==> src/rtl/ps2_pkg.sv <==
// Shared types and constants for the PS/2 controller datapath.
package ps2_pkg;

  typedef enum logic [1:0] {
    IDLE,
    DATA,
    PARITY,
    STOP
  } ps2_rx_state_t;

  localparam int unsigned PS2_DATA_BITS  = 8;
  localparam logic        PS2_IDLE_LEVEL = 1'b1;

  // Odd parity: the data bits plus the parity bit must hold an odd number of ones.
  function automatic logic ps2_odd_parity_ok(input logic [PS2_DATA_BITS-1:0] data,
                                             input logic                     par);
    return ^{data, par};
  endfunction

endpackage

==> src/rtl/ps2_sync_edge.sv <==
// Multi-stage synchroniser for the PS/2 clock and data pins, with a
// registered falling-edge strobe on the clock line and data aligned to it.
module ps2_sync_edge
  import ps2_pkg::*;
#(
  parameter int unsigned SYNC_STAGES = 2
) (
  input  logic clk_i,
  input  logic rst_n_i,
  input  logic ps2_clk_i,
  input  logic ps2_data_i,
  output logic fall_o,
  output logic data_o
);

  logic [SYNC_STAGES-1:0] clk_sync_q;
  logic [SYNC_STAGES-1:0] data_sync_q;
  logic                   clk_prev_q;
  logic                   fall_q;
  logic                   data_q;

  // Data is delayed one extra stage so it lines up with the registered strobe.
  always_ff @(posedge clk_i or negedge rst_n_i) begin
    if (!rst_n_i) begin
      clk_sync_q  <= {SYNC_STAGES{PS2_IDLE_LEVEL}};
      data_sync_q <= {SYNC_STAGES{PS2_IDLE_LEVEL}};
      clk_prev_q  <= PS2_IDLE_LEVEL;
      fall_q      <= 1'b0;
      data_q      <= PS2_IDLE_LEVEL;
    end else begin
      clk_sync_q  <= {clk_sync_q[SYNC_STAGES-2:0], ps2_clk_i};
      data_sync_q <= {data_sync_q[SYNC_STAGES-2:0], ps2_data_i};
      clk_prev_q  <= clk_sync_q[SYNC_STAGES-1];
      fall_q      <= clk_prev_q & ~clk_sync_q[SYNC_STAGES-1];
      data_q      <= data_sync_q[SYNC_STAGES-1];
    end
  end

  assign fall_o = fall_q;
  assign data_o = data_q;

endmodule

==> src/rtl/ps2_rx_frame.sv <==
// PS/2 device-to-host frame receiver: deserialises 11-bit frames, checks
// framing and odd parity, and aborts stalled frames with a watchdog.
module ps2_rx_frame
  import ps2_pkg::*;
#(
  parameter int unsigned TIMEOUT_CYCLES = 5000,
  parameter int unsigned SYNC_STAGES    = 2
) (
  input  logic       clk,
  input  logic       rst_n,
  input  logic       ps2_clk,
  input  logic       ps2_data,
  output logic [7:0] data_out,
  output logic       bsy,
  output logic       valid,
  output logic       parity_err,
  output logic       frame_err
);

  localparam int unsigned WD_W     = $clog2(TIMEOUT_CYCLES + 1);
  localparam int unsigned CNT_W    = $clog2(PS2_DATA_BITS);
  localparam logic [WD_W-1:0]  WD_LIMIT = WD_W'(TIMEOUT_CYCLES);
  localparam logic [CNT_W-1:0] CNT_LAST = CNT_W'(PS2_DATA_BITS - 1);

  logic fall;
  logic bit_s;

  ps2_sync_edge #(
    .SYNC_STAGES(SYNC_STAGES)
  ) u_sync (
    .clk_i      (clk),
    .rst_n_i    (rst_n),
    .ps2_clk_i  (ps2_clk),
    .ps2_data_i (ps2_data),
    .fall_o     (fall),
    .data_o     (bit_s)
  );

  ps2_rx_state_t            state_q, state_d;
  logic [PS2_DATA_BITS-1:0] shift_q, shift_d;
  logic [CNT_W-1:0]         cnt_q, cnt_d;
  logic                     par_q, par_d;
  logic [WD_W-1:0]          wd_q, wd_d;
  logic [7:0]               dout_q, dout_d;
  logic                     bsy_q, bsy_d;
  logic                     valid_q, valid_d;
  logic                     perr_q, perr_d;
  logic                     ferr_q, ferr_d;
  logic                     timeout;

  always_ff @(posedge clk or negedge rst_n) begin
    if (!rst_n) begin
      state_q <= IDLE;
      shift_q <= '0;
      cnt_q   <= '0;
      par_q   <= 1'b0;
      wd_q    <= '0;
      dout_q  <= '0;
      bsy_q   <= 1'b0;
      valid_q <= 1'b0;
      perr_q  <= 1'b0;
      ferr_q  <= 1'b0;
    end else begin
      state_q <= state_d;
      shift_q <= shift_d;
      cnt_q   <= cnt_d;
      par_q   <= par_d;
      wd_q    <= wd_d;
      dout_q  <= dout_d;
      bsy_q   <= bsy_d;
      valid_q <= valid_d;
      perr_q  <= perr_d;
      ferr_q  <= ferr_d;
    end
  end

  // Watchdog saturates at the limit; a timeout overrides any coincident fall.
  assign timeout = (state_q != IDLE) && (wd_q == WD_LIMIT);

  always_comb begin
    state_d = state_q;
    shift_d = shift_q;
    cnt_d   = cnt_q;
    par_d   = par_q;
    wd_d    = wd_q;
    dout_d  = dout_q;
    bsy_d   = bsy_q;
    valid_d = 1'b0;
    perr_d  = 1'b0;
    ferr_d  = 1'b0;

    if (fall) begin
      wd_d = '0;
    end else if ((state_q != IDLE) && (wd_q != WD_LIMIT)) begin
      wd_d = wd_q + WD_W'(1);
    end

    if (timeout) begin
      state_d = IDLE;
      bsy_d   = 1'b0;
      ferr_d  = 1'b1;
    end else if (fall) begin
      unique case (state_q)
        IDLE: begin
          if (!bit_s) begin
            state_d = DATA;
            cnt_d   = '0;
            bsy_d   = 1'b1;
          end
        end
        DATA: begin
          shift_d[cnt_q] = bit_s;
          cnt_d          = cnt_q + CNT_W'(1);
          if (cnt_q == CNT_LAST) begin
            state_d = PARITY;
          end
        end
        PARITY: begin
          par_d   = bit_s;
          state_d = STOP;
        end
        STOP: begin
          state_d = IDLE;
          bsy_d   = 1'b0;
          if (!bit_s) begin
            ferr_d = 1'b1;
          end else if (ps2_odd_parity_ok(shift_q, par_q)) begin
            dout_d  = shift_q;
            valid_d = 1'b1;
          end else begin
            perr_d = 1'b1;
          end
        end
        default: state_d = IDLE;
      endcase
    end
  end

  assign data_out   = dout_q;
  assign bsy        = bsy_q;
  assign valid      = valid_q;
  assign parity_err = perr_q;
  assign frame_err  = ferr_q;

endmodule

==> config.mk <==
export PLATFORM = sky130hd
export DESIGN_NAME = ps2_rx_frame
export DESIGN_NICKNAME = d
export VERILOG_FILES = /design/src/rtl/ps2_pkg.sv /design/src/rtl/ps2_sync_edge.sv /design/src/rtl/ps2_rx_frame.sv
export SDC_FILE = /design/constraint.sdc
export NUM_CORES = 1
export LEC_CHECK = 0
export CAP_MARGIN = 10
export CORE_ASPECT_RATIO = 0.75
export CORE_MARGIN = 5
export CORE_UTILIZATION = 39
export CTS_CLUSTER_SIZE = 25
export DETAILED_ROUTE_END_ITERATION = 16
export GPL_ROUTABILITY_DRIVEN = 0
export PLACE_DENSITY_LB_ADDON = 0.05
export SYNTH_ARGS = -nofsm -noshare
export SYNTH_HDL_FRONTEND = slang
export SYNTH_SLANG_ARGS = --single-unit
==> constraint.sdc <==
create_clock -name clk -period 2.3 [get_ports clk]
set_input_delay 0.575 -clock clk [delete_from_list [all_inputs] [get_ports clk]]
set_output_delay 0.575 -clock clk [all_outputs]
set_load 0.01 [all_outputs]
Yosys cells after proc, flatten, opt, wreduce, memory -nomap -nowiden
Cells that the tools add are included.

Register bits: 46. Input bits: 4. Output and inout bits: 12. Logic and storage cells: 77.

Add/sub/neg operators: 2. $lt $le $gt $ge: 2. Equality and inequality tests: 9. Multiplexer cells: 30. Bitwise gates (word level): 3. Reductions and logical operators: 16.

Operators by type and width (count): 2-to-1 mux 13 bit (2); 2-to-1 mux 1 bit (18); adder 13 x 1 -> 13 bit, second input constant (1); == test 13 bit, second input constant (1); != test 13 bit, second input constant (1); AND reduction 3 bit (4); XOR reduction 9 bit (1); bitwise mux 8 bit (1); 2-to-1 mux 2 bit (4); case mux 2 bit (4 select lines) (1); nonzero test 2 bit (4); != test 3 bit, second input constant (2); case mux 3 bit (2 select lines) (1); AND reduction 5 bit (1); == test 2 bit, second input constant (2); less-than comparator 3 x 4 -> 1 bit, second input constant (1); AND reduction 4 bit (1); adder 3 x 1 -> 3 bit, second input constant (1); demux 1 bit (select 3 bit) (1); == test 3 bit, second input constant (1); greater-or-equal comparator 3 x 1 -> 1 bit, second input constant (1); logical AND 1 bit (3); 2-to-1 mux 3 bit (1); nonzero test 3 bit (1); 6 further kinds (7).

Depth between registers and ports, before layout
Depth after elaboration: 6. Depth in mapped cells: 8. Depth with buffers taken out: 7.

Cells and area by module
From an unflattened synthesis, not the netlist that was laid out.

Cell total of the unflattened synthesis: 196. Area, all modules: 2230.9 um^2.

Modules (own cells, without submodules): ps2_rx_frame (instances 1, cells an instance 188, area each 2034.5 um^2, seq. area each 975.9 um^2); ps2_sync_edge (instances 1, cells an instance 8, area each 196.4 um^2, seq. area each 182.7 um^2).

Least setup slack after synthesis
No wires, ideal clock.

Kind: register to register. Start: register state_q[0]. End: register shift_q[7]. Setup time: 0.125 ns. Arrival: 1.738 ns. Required time: 2.175 ns. Path slack: 0.438 ns. Stages on the path, launching flop included: 8. Buffers on the path: 0. Period minus slack after synthesis: 1.862 ns. Cell sequence: dfrtp_1 inv_1 ha_1 nor3_1 nand4_2 and3_1 nand4_1 mux2_2.

Longest elaborated chain between the ends: 4. Elaborated cells on any way between the ends: 5. Those cells by class: eq/ne: 1; bitwise: 1; reduce/logical: 3.

Ends and longest elaborated chain: start: declaration (line ps2_rx_frame.sv:39) `ps2_rx_state_t state_q, state_d;`; start signal: assignment (line ps2_rx_frame.sv:64) `state_q <= state_d;`; nonzero test 2 bit (line ps2_rx_frame.sv:78) `assign timeout = (state_q != IDLE) && (wd_q == WD_LIMIT);`; logical AND 1 bit (line ps2_rx_frame.sv:78); inverter 1 bit (no line); AND reduction 3 bit (no line) (*); end signal: assignment (line ps2_rx_frame.sv:65) `shift_q <= shift_d;`; end: declaration (line ps2_rx_frame.sv:40) `logic [PS2_DATA_BITS-1:0] shift_q, shift_d;`.

Mark *: on every way between the ends. The rest lies on a longest branch, timed or not. A chain may end at the register's enable or synchronous reset.

Worst setup path in the final report
Ends and elaborated chain as after synthesis.

==> results.yml <==
timing:
  max-slew-margin-rel_pct: 63.9
  hold_slack_ns: 0.253
  fmax_mhz: 488
  fin_skew_ns: 0.00247
  worstMarginPinSlew_ns: 0.541
  finalMaxSlewViolations: 0
  timing.final.crit_share_pct: 89.0
  finalHoldViolCount: 0
  finalCriticalPeriod_ns: 2.05
  setup_ws_ns: 0.252
  setup_tns_ns: 0
  setup_violations: 0
  rsz0062_at_grt: "no"
run_status:
  status: "completed"
grt:
  grt_util_all_layers_pct: 11.8
  grt_max_degree: 25
  overflow: 0
  grt_pass1_wl_um: 7130
  first_global_vias: 1530
  antenna_found_initial: 0
drt:
  wl_met1_um: 2170
  met2WireLength_um: 1770
  via_per_inst: 4.91
  post_drt_wl_per_cell_um: 14.1
  dr.pass1.iters: 4
  drtIter0Drc: 43
  num_vias: 1438
  met3_wirelength_um: 137
  final_antenna_net_count: 0
  highest_layer: "met4"
  drc_errors: 0
  drt_wl_total_um: 4130
critical_path:
  crit_type: "reg -> reg"
  required_ns: 2.49
  start_kind: "register"
  reg2reg_to: "shift_q[7]"
  critPathMaxFanout: 10
  end_kind: "register"
  rr_startpoint: "state_q[0]"
  r2r_setup_slack_ns: 0.25
  r2r_cells: 7
  arrival_ns: 2.24
power:
  power_leakage_nw: 1.17
  power_density_mw_per_mm2: 1170
  peakVddDrop_uv: 436
  total_power_mw: 3.07
floorplan:
  ioPinCount: 16
  core_area_sq_mm: 0.00574
  dieArea_sq_mm: 0.00746
  fp-row-count: 24
  start_util_pct: 39.6
  die-height_um: 76.1
  dieWidth_um: 98.1
logic_synthesis:
  synth_seq_cells: 46
  yosysWarningCount: 0
  avgSynthCellArea_sq_um: 11.6
  netlist_instances: 196
  syn_area_sq_mm: 0.00227
  synth_cell_types: 38
  ys_seq_area_share_pct: 51.1
  syn-num-nets: 209
cts:
  cts_resized: 0
  cts_root_buf: "clkbuf_8"
  cts_hold_buf: 0
  cts_max_path_buffers: 2
  numCtsBuffers: 5
  cts.htree.levels: 2
  cts_num_sinks: 46
  clk_pin_slew_worst_paths_ns: 0.08
  clk_latency_ns: 0.30
  cts_tree: "built"
  post_cts_buffers: 0
placed_design:
  io_buffers: 15
  place_ws_ns: 0.259
  dp_cells: 285
  dp_hpwl_um: 3030
  place_area_sq_mm: 0.00252
hold_path:
  hold_class: "in -> async"
cells_and_area:
  finish.utilization_pct: 45.8
  fill_cells: 537
  final_cell_mix: "dfrtp_1, nor2_1, clkdlybuf4s50_1"
  fin_nets: 227
  drive_above_1_share_pct: 18.6
  antenna_cells: 0
  area_delta_synth_final_pct: 15.9
  final_common_cell: "dfrtp_1"
  final_cells: 293
  fin_area_sq_mm: 0.00263
job:
  max_cap_violations: 0
-- cell type report --
cell class	count	area, sq um	share of cell area (%)
Clock inverter	1	30.0	1.14
Tap cell	78	97.6	3.71
Inverter	7	26.3	1.00
Sequential cell	46	1160	44.1
Timing Repair Buffer	19	188	7.14
Multi-Input combinational cell	135	1050	40.0
Clock buffer	7	76.3	2.90
-- registers in the layout, indices dropped and copies added, names as in the netlist, 2 cells and up --
name	cells
wd_q	13
u_sync.clk_sync_q	2
shift_q	8
data_out	8
cnt_q	3
state_q	2
u_sync.data_sync_q	2
-- how the worst max path moves through the flow --
stage / end / startpoint
floorplan: shift_q[7] / state_q[0]
global placement: shift_q[7] / state_q[0]
detailed placement: shift_q[7] / state_q[0]
CTS: shift_q[7] / state_q[0]
global route: shift_q[7] / state_q[0]
finish: shift_q[7] / state_q[0]
-- Yosys cell counts --
master | n | area (sq um)
a21oi_1 | 6 | 30.0
nand4_4 | 1 | 21.3
nor3b_1 | 2 | 15.0
nand3_1 | 6 | 30.0
or3_1 | 2 | 12.5
a21o_1 | 1 | 7.51
and3_1 | 4 | 25.0
mux2_2 | 10 | 113
o211ai_1 | 1 | 7.51
o21ai_0 | 7 | 35.0
and3b_1 | 1 | 8.76
nor4b_2 | 1 | 15.0
xnor2_2 | 1 | 16.3
xor2_1 | 5 | 43.8
dfstp_2 | 6 | 158
a211oi_1 | 3 | 22.5
clkbuf_1 | 7 | 26.3
nor2_8 | 1 | 20.0
nand2_1 | 11 | 41.3
nand4_1 | 6 | 37.5
a21boi_0 | 1 | 7.51
nand3b_1 | 3 | 22.5
nand4b_1 | 2 | 17.5
a31oi_1 | 1 | 6.26
nand2b_1 | 1 | 6.26
clkbuf_2 | 1 | 5.00
ha_1 | 9 | 113
nand4_2 | 1 | 12.5
nor3_1 | 6 | 30.0
dfrtp_1 | 40 | 1000
nor2_1 | 16 | 60.1
inv_1 | 7 | 26.3
xnor2_1 | 10 | 87.6
nor2b_1 | 5 | 31.3
mux2i_1 | 2 | 20.0
mux2_4 | 7 | 105
xnor3_2 | 1 | 23.8
o31ai_1 | 1 | 7.51
-- power by group --
group / switching, mW / internal (mW) / total [mW] / leakage (nW)
clock network: 0.266 / 0.325 / 0.591 / 0.0524
logic: 0.612 / 0.661 / 1.27 / 0.526
registers: 0.197 / 1.01 / 1.20 / 0.592
total: 1.07 / 1.99 / 3.07 / 1.17
-- logic make-up (layout without fill, tap and decap cells) --
kind of cell	Yosys count	after routing	synth area share, %
simple gates	69	69	17.9
flops	46	46	51.1
compound gates	21	21	5.46
mux	19	19	10.5
xor+xnor	17	17	7.56
buf+inv	15	34	2.54
fa+ha+maj	9	9	4.96
-- worst max-delay path, cell delays in order (launching register included) --
cell	delay, ns
dfrtp_1	0.38
inv_1	0.10
ha_1	0.24
nor3_1	0.19
nand4_2	0.29
and3_1	0.30
nand4_1	0.09
mux2_2	0.34
-- per-layer routing --
metal  vias to the layer above  GRT usage [%]
met5                         -              0
met4                         0           4.56
met3                         6           3.02
met2                        21           17.9
met1                       701           16.2
li1                        710              -
Power figures use the tool's default switching activity.
